**config.mk**
```make
export PLATFORM = sky130hd
export DESIGN_NAME = pipe_stage_skid
export DESIGN_NICKNAME = d
export VERILOG_FILES = /design/src/rtl/pipe_stage_skid.sv
export SDC_FILE = /design/constraint.sdc
export NUM_CORES = 1
export LEC_CHECK = 0
export CAP_MARGIN = 20
export CELL_PAD_IN_SITES_DETAIL_PLACEMENT = 0
export CELL_PAD_IN_SITES_GLOBAL_PLACEMENT = 2
export CORE_MARGIN = 1.5
export CORE_UTILIZATION = 30
export DETAILED_ROUTE_END_ITERATION = 12
export GPL_ROUTABILITY_DRIVEN = 0
export PLACE_DENSITY_LB_ADDON = 0.1
export RECOVER_POWER = 50
export SYNTH_ARGS = -nofsm -noshare
export SYNTH_HDL_FRONTEND = slang
export SYNTH_SLANG_ARGS = --single-unit
```
**constraint.sdc**
```tcl
create_clock -name clk -period 1.95 [get_ports clk]
set_clock_uncertainty 0.1 [all_clocks]
set_input_delay 0.2925 -clock clk [delete_from_list [all_inputs] [get_ports clk]]
set_output_delay 0.2925 -clock clk [all_outputs]
set_load 0.005 [all_outputs]
```
**src/rtl/pipe_stage_skid.sv**
```systemverilog
// pipe_stage_skid: cascade of registered main/skid stages; in_ready depends only on stage state
module pipe_stage_skid #(
    parameter int DATA_WIDTH     = 64,
    parameter int NUM_DATA       = 2,
    parameter int REG_ADDR_WIDTH = 3,
    parameter int CTRL_WIDTH     = 2,
    parameter int STAGES         = 1
) (
    input  logic                               clk,
    input  logic                               reset_n,
    input  logic                               flush,
    input  logic                               in_valid,
    output logic                               in_ready,
    input  logic [CTRL_WIDTH-1:0]              in_ctrl,
    input  logic [NUM_DATA*DATA_WIDTH-1:0]     in_data,
    input  logic [REG_ADDR_WIDTH-1:0]          in_waddr,
    output logic                               out_valid,
    input  logic                               out_ready,
    output logic [CTRL_WIDTH-1:0]              out_ctrl,
    output logic [NUM_DATA*DATA_WIDTH-1:0]     out_data,
    output logic [REG_ADDR_WIDTH-1:0]          out_waddr,
    output logic [$clog2(2*STAGES+1)-1:0]      occupancy
);
    localparam int PW = CTRL_WIDTH + REG_ADDR_WIDTH + NUM_DATA * DATA_WIDTH;
    localparam int OW = $clog2(2 * STAGES + 1);
    typedef enum logic [1:0] {EMPTY, FULL, SKID} state_t;
    logic [STAGES:0] vld;
    logic [STAGES:0] rdy;
    logic [PW-1:0]   pay [STAGES+1];
    logic [OW-1:0]   cnt [STAGES];
    logic [CTRL_WIDTH-1:0] ctrl_m;
    assign vld[0]      = in_valid;
    assign pay[0]      = {in_ctrl, in_waddr, in_data};
    assign in_ready    = rdy[0];
    assign rdy[STAGES] = out_ready;
    for (genvar i = 0; i < STAGES; i++) begin : g_stage
        state_t        state, state_nx;
        logic [PW-1:0] main_q, skid_q;
        logic          in_x, out_x, v, r;
        assign in_x = vld[i] & rdy[i];
        assign out_x = vld[i+1] & rdy[i+1];
        always_ff @(posedge clk or negedge reset_n) begin
            if (!reset_n) state <= EMPTY;
            else state <= state_nx;
        end
        always_comb begin
            state_nx = flush ? EMPTY :
                       state == EMPTY ? (in_x ? FULL : EMPTY) :
                       state == FULL  ? (in_x && !out_x ? SKID : !in_x && out_x ? EMPTY : FULL) :
                       (out_x ? FULL : SKID);
        end
        always_comb begin
            v = state != EMPTY;
            r = state != SKID;
        end
        // killed beats never reach the payload registers, so outputs stay put after a flush
        always_ff @(posedge clk or negedge reset_n) begin
            if (!reset_n) begin
                main_q <= '0;
                skid_q <= '0;
            end else if (!flush) begin
                if (in_x && (state == EMPTY || out_x)) main_q <= pay[i];
                else if (state == SKID && out_x) main_q <= skid_q;
                if (in_x && state == FULL && !out_x) skid_q <= pay[i];
            end
        end
        assign vld[i+1] = v;
        assign rdy[i]   = r;
        assign pay[i+1] = main_q;
        assign cnt[i]   = state == SKID ? OW'(2) : state == FULL ? OW'(1) : OW'(0);
    end
    always_comb begin
        occupancy = '0;
        for (int k = 0; k < STAGES; k++) occupancy = occupancy + cnt[k];
    end
    assign out_valid = vld[STAGES];
    assign {ctrl_m, out_waddr, out_data} = pay[STAGES];
    assign out_ctrl = ctrl_m & {CTRL_WIDTH{out_valid}};
endmodule

```
==> metrics.yaml <==
status:
  status: "finished with violations"
  violations: "negative setup slack"
setup_path:
  rr_endpoint: "g_stage[0].skid_q[37]"
  critPathCaptureType: "output port"
  crit_arrival_ns: 1.59
  cp_cell_sequence: "or2_4 > buf_6 > and2_4 > buf_6"
  critical_path_class: "reg2out"
  cpPeakStageDelay_ns: 0.41
  critPathSlowestCell: "dfrtp_2"
  r2r_slack_ns: 0.04
  worstSetupStartpointType: "register"
  cp_common_cell: "buf_6"
  worstPathRequired_ns: 1.56
  rr_startpoint: "g_stage[0].state[0]"
  crit_fanout: 3
  reg2regPathDepth: 7
route:
  drc: 0
  vias_per_cell: 4.46
  routed_wl_um: 33100
  route.detailed.wl_per_inst_um: 18.7
  first_iter_violations: 201
  first_pass_iters: 4
  vias: 7921
  drt.antenna.violating_nets: 0
layout:
  fin_util_pct: 41.2
  layout_commonest_cell: "clkdlybuf4s50_1"
  syn_to_final_growth_pct: 36.1
  layout_common_cells: "clkdlybuf4s50_1 (267), dfrtp_1 (266), mux2i_1 (134)"
  num-fill-cells: 3960
  finalNetCount: 1360
  drive_gt1_share_pct: 17.9
  layout.cells.non_filler: 1776
power:
  power_density_mw_per_mm2: 1160
  ir_worst_vdd_mv: 0.606
  p_leak_nw: 7.98
  p_total_mw: 19.5
timing:
  finalHoldViolations: 0
  fin_tns_setup_ns: -0.0353
  fmax_mhz: 504
  final.min_clock_period_ns: 1.99
  drv_slew: 0
  fin_crit_sh_pct: 102
  tightest_slew_ns: 0.824
  worst_slack_ns: -0.0353
  rsz0062_at_grt: "true"
  maxSlewHeadroom_pct: 45.0
  finalSetupViolCount: 1
logic_synthesis:
  synth_area_mm2: 0.0123
  yosysTopAreaCell: "dfrtp_1"
  synth_area_leaders: "dfrtp_1 (54%), mux2i_1 (11%), buf_4 (8.7%)"
  ys_seq_area_share_pct: 54.4
  synth.top_cell.area_share_pct: 54.4
  synth_mux_area_share_pct: 23.2
  yosys.area_share.simple_pct: 0.720
  synthXorXnorAreaFrac_pct: 0
  synth_compound_area_share_pct: 7.03
  synth_top_family_by_area: "multiplexers"
  ys_warn_count: 0
  syn_avg_cell_area_um2: 12.2
  syn_inst: 1013
  synth-adder-area-share_pct: 0
  yosysUniqueCellTypes: 22
  syn_nets: 1151
  ys_ff_latch: 268
placement:
  dp.cells: 1701
  hpwl_um: 22600
  dp_slack_ns: -0.308
  io_buffer_count: 274
die:
  pin_count: 275
  die_x_um: 206
  row_count: 74
  coreArea_mm2: 0.0407
  die_y_um: 206
  die_area_mm2: 0.0423
  start_util_pct: 30.3
cts:
  clkSlewWorstSetupHoldPaths_ns: 0.06
  insertion_delay_ns: 0.52
  clock-sinks: 268
  root_buffer: "clkbuf_16"
  cts_max_path_buffers: 3
  htree_num_levels: 2
  tritoncts: "yes"
  numCtsBuffers: 35
grt:
  grt_pass1_wl_um: 49800
  grt_use_total_pct: 15.5
  grt_max_degree: 49
  antenna_found_initial: 2
  first_global_vias: 8438
  overflow: 0
run:
  max_cap_viol_count: 0
min_path:
  hp-class: "in2async"
layout make-up:
type                            count  area, um2  share of cell area [%]
Clock inverter                     10        104                   0.619
Sequential cell                   268       6710                    40.0
Antenna cell                        1       2.50                  0.0149
Tap cell                          532        666                    3.97
Inverter                          133        499                    2.97
Timing Repair Buffer              364       3890                    23.2
Clock buffer                       48       1040                    6.18
Multi-Input combinational cell    420       3870                    23.1
how the worst max path moves through the flow:
stage	to	start	slack (ns)
after CTS	out_ctrl[0]	g_stage[0].state[0]	-0.19
after floorplan	g_stage[0].skid_q[100]	g_stage[0].state[1]	0.14
final	out_ctrl[0]	g_stage[0].state[1]	-0.04
after detailed placement	g_stage[0].skid_q[42]	out_ready	-0.31
after global placement	g_stage[0].skid_q[9]	out_ready	-0.29
after global routing	out_ctrl[0]	g_stage[0].state[1]	-0.09
power breakdown:
| part | switching (mW) | internal [mW] |
|---|---|---|
| sequential | 0.921 | 7.21 |
| clock | 2.42 | 3.96 |
| combinational | 1.81 | 3.17 |
metrics by stage:
stage	area, um2	hold WS, ns
3_5_place_dp	15400	0.0904
6_report	16800	0.296
4_1_cts	16600	0.105
2_1_floorplan	12300	-0.103
5_1_grt	16800	0.282
3_3_place_gp	15400	0.0886
sequential cells by signal (all words and copies together), names as in the netlist:
| signal | flops |
|---|---|
| g_stage.state | 2 |
| g_stage.main_q | 133 |
| g_stage.skid_q | 133 |
Yosys cell counts, drive strengths merged:
cell,count
a21boi,1
a21oi,1
and2,2
buf,187
clkbuf,5
dfrtp,268
inv,133
mux2,135
mux2i,134
nand2,4
nand2b,2
nor2,2
nor2b,1
nor3,1
nor4,1
o21a,1
o21ai,2
o22ai,132
or2,1
what timing repair did:
| action | CTS | global route |
|---|---|---|
| setup endpoints to repair | 6 | 150 |
| setup buffers | 3 | 5 |
| hold endpoints to repair | 193 | 0 |
| gates resized for setup | 12 | 33 |
| pin swaps | 1 | 2 |
| hold buffers | 1 | 0 |
| cloned | 0 | 7 |
worst max-delay path: cells and delay by family (launching register included):
kind                   cells  cell delay (ns)
buffers and inverters      2             0.24
AND/OR/NAND/NOR            2             0.42
flip-flops                 1             0.41
routing by layer:
metal  vias to the layer above  track usage [%]  wire length [um]
met1                      3934             20.9             15300
met4                         2             5.24               658
li1                       3764                -                 -
met2                       172             24.5             15400
met5                         -                0                11
met3                        49             3.37              1700
cell families (layout without fill, tap and decap cells):
kind of cell    Yosys count  after routing
buf+inv                 325            555
mux                     269            269
flops                   268            268
compound gates          137            137
simple gates             14             14
other cells               0              1
(Power assumes the default switching activity.)
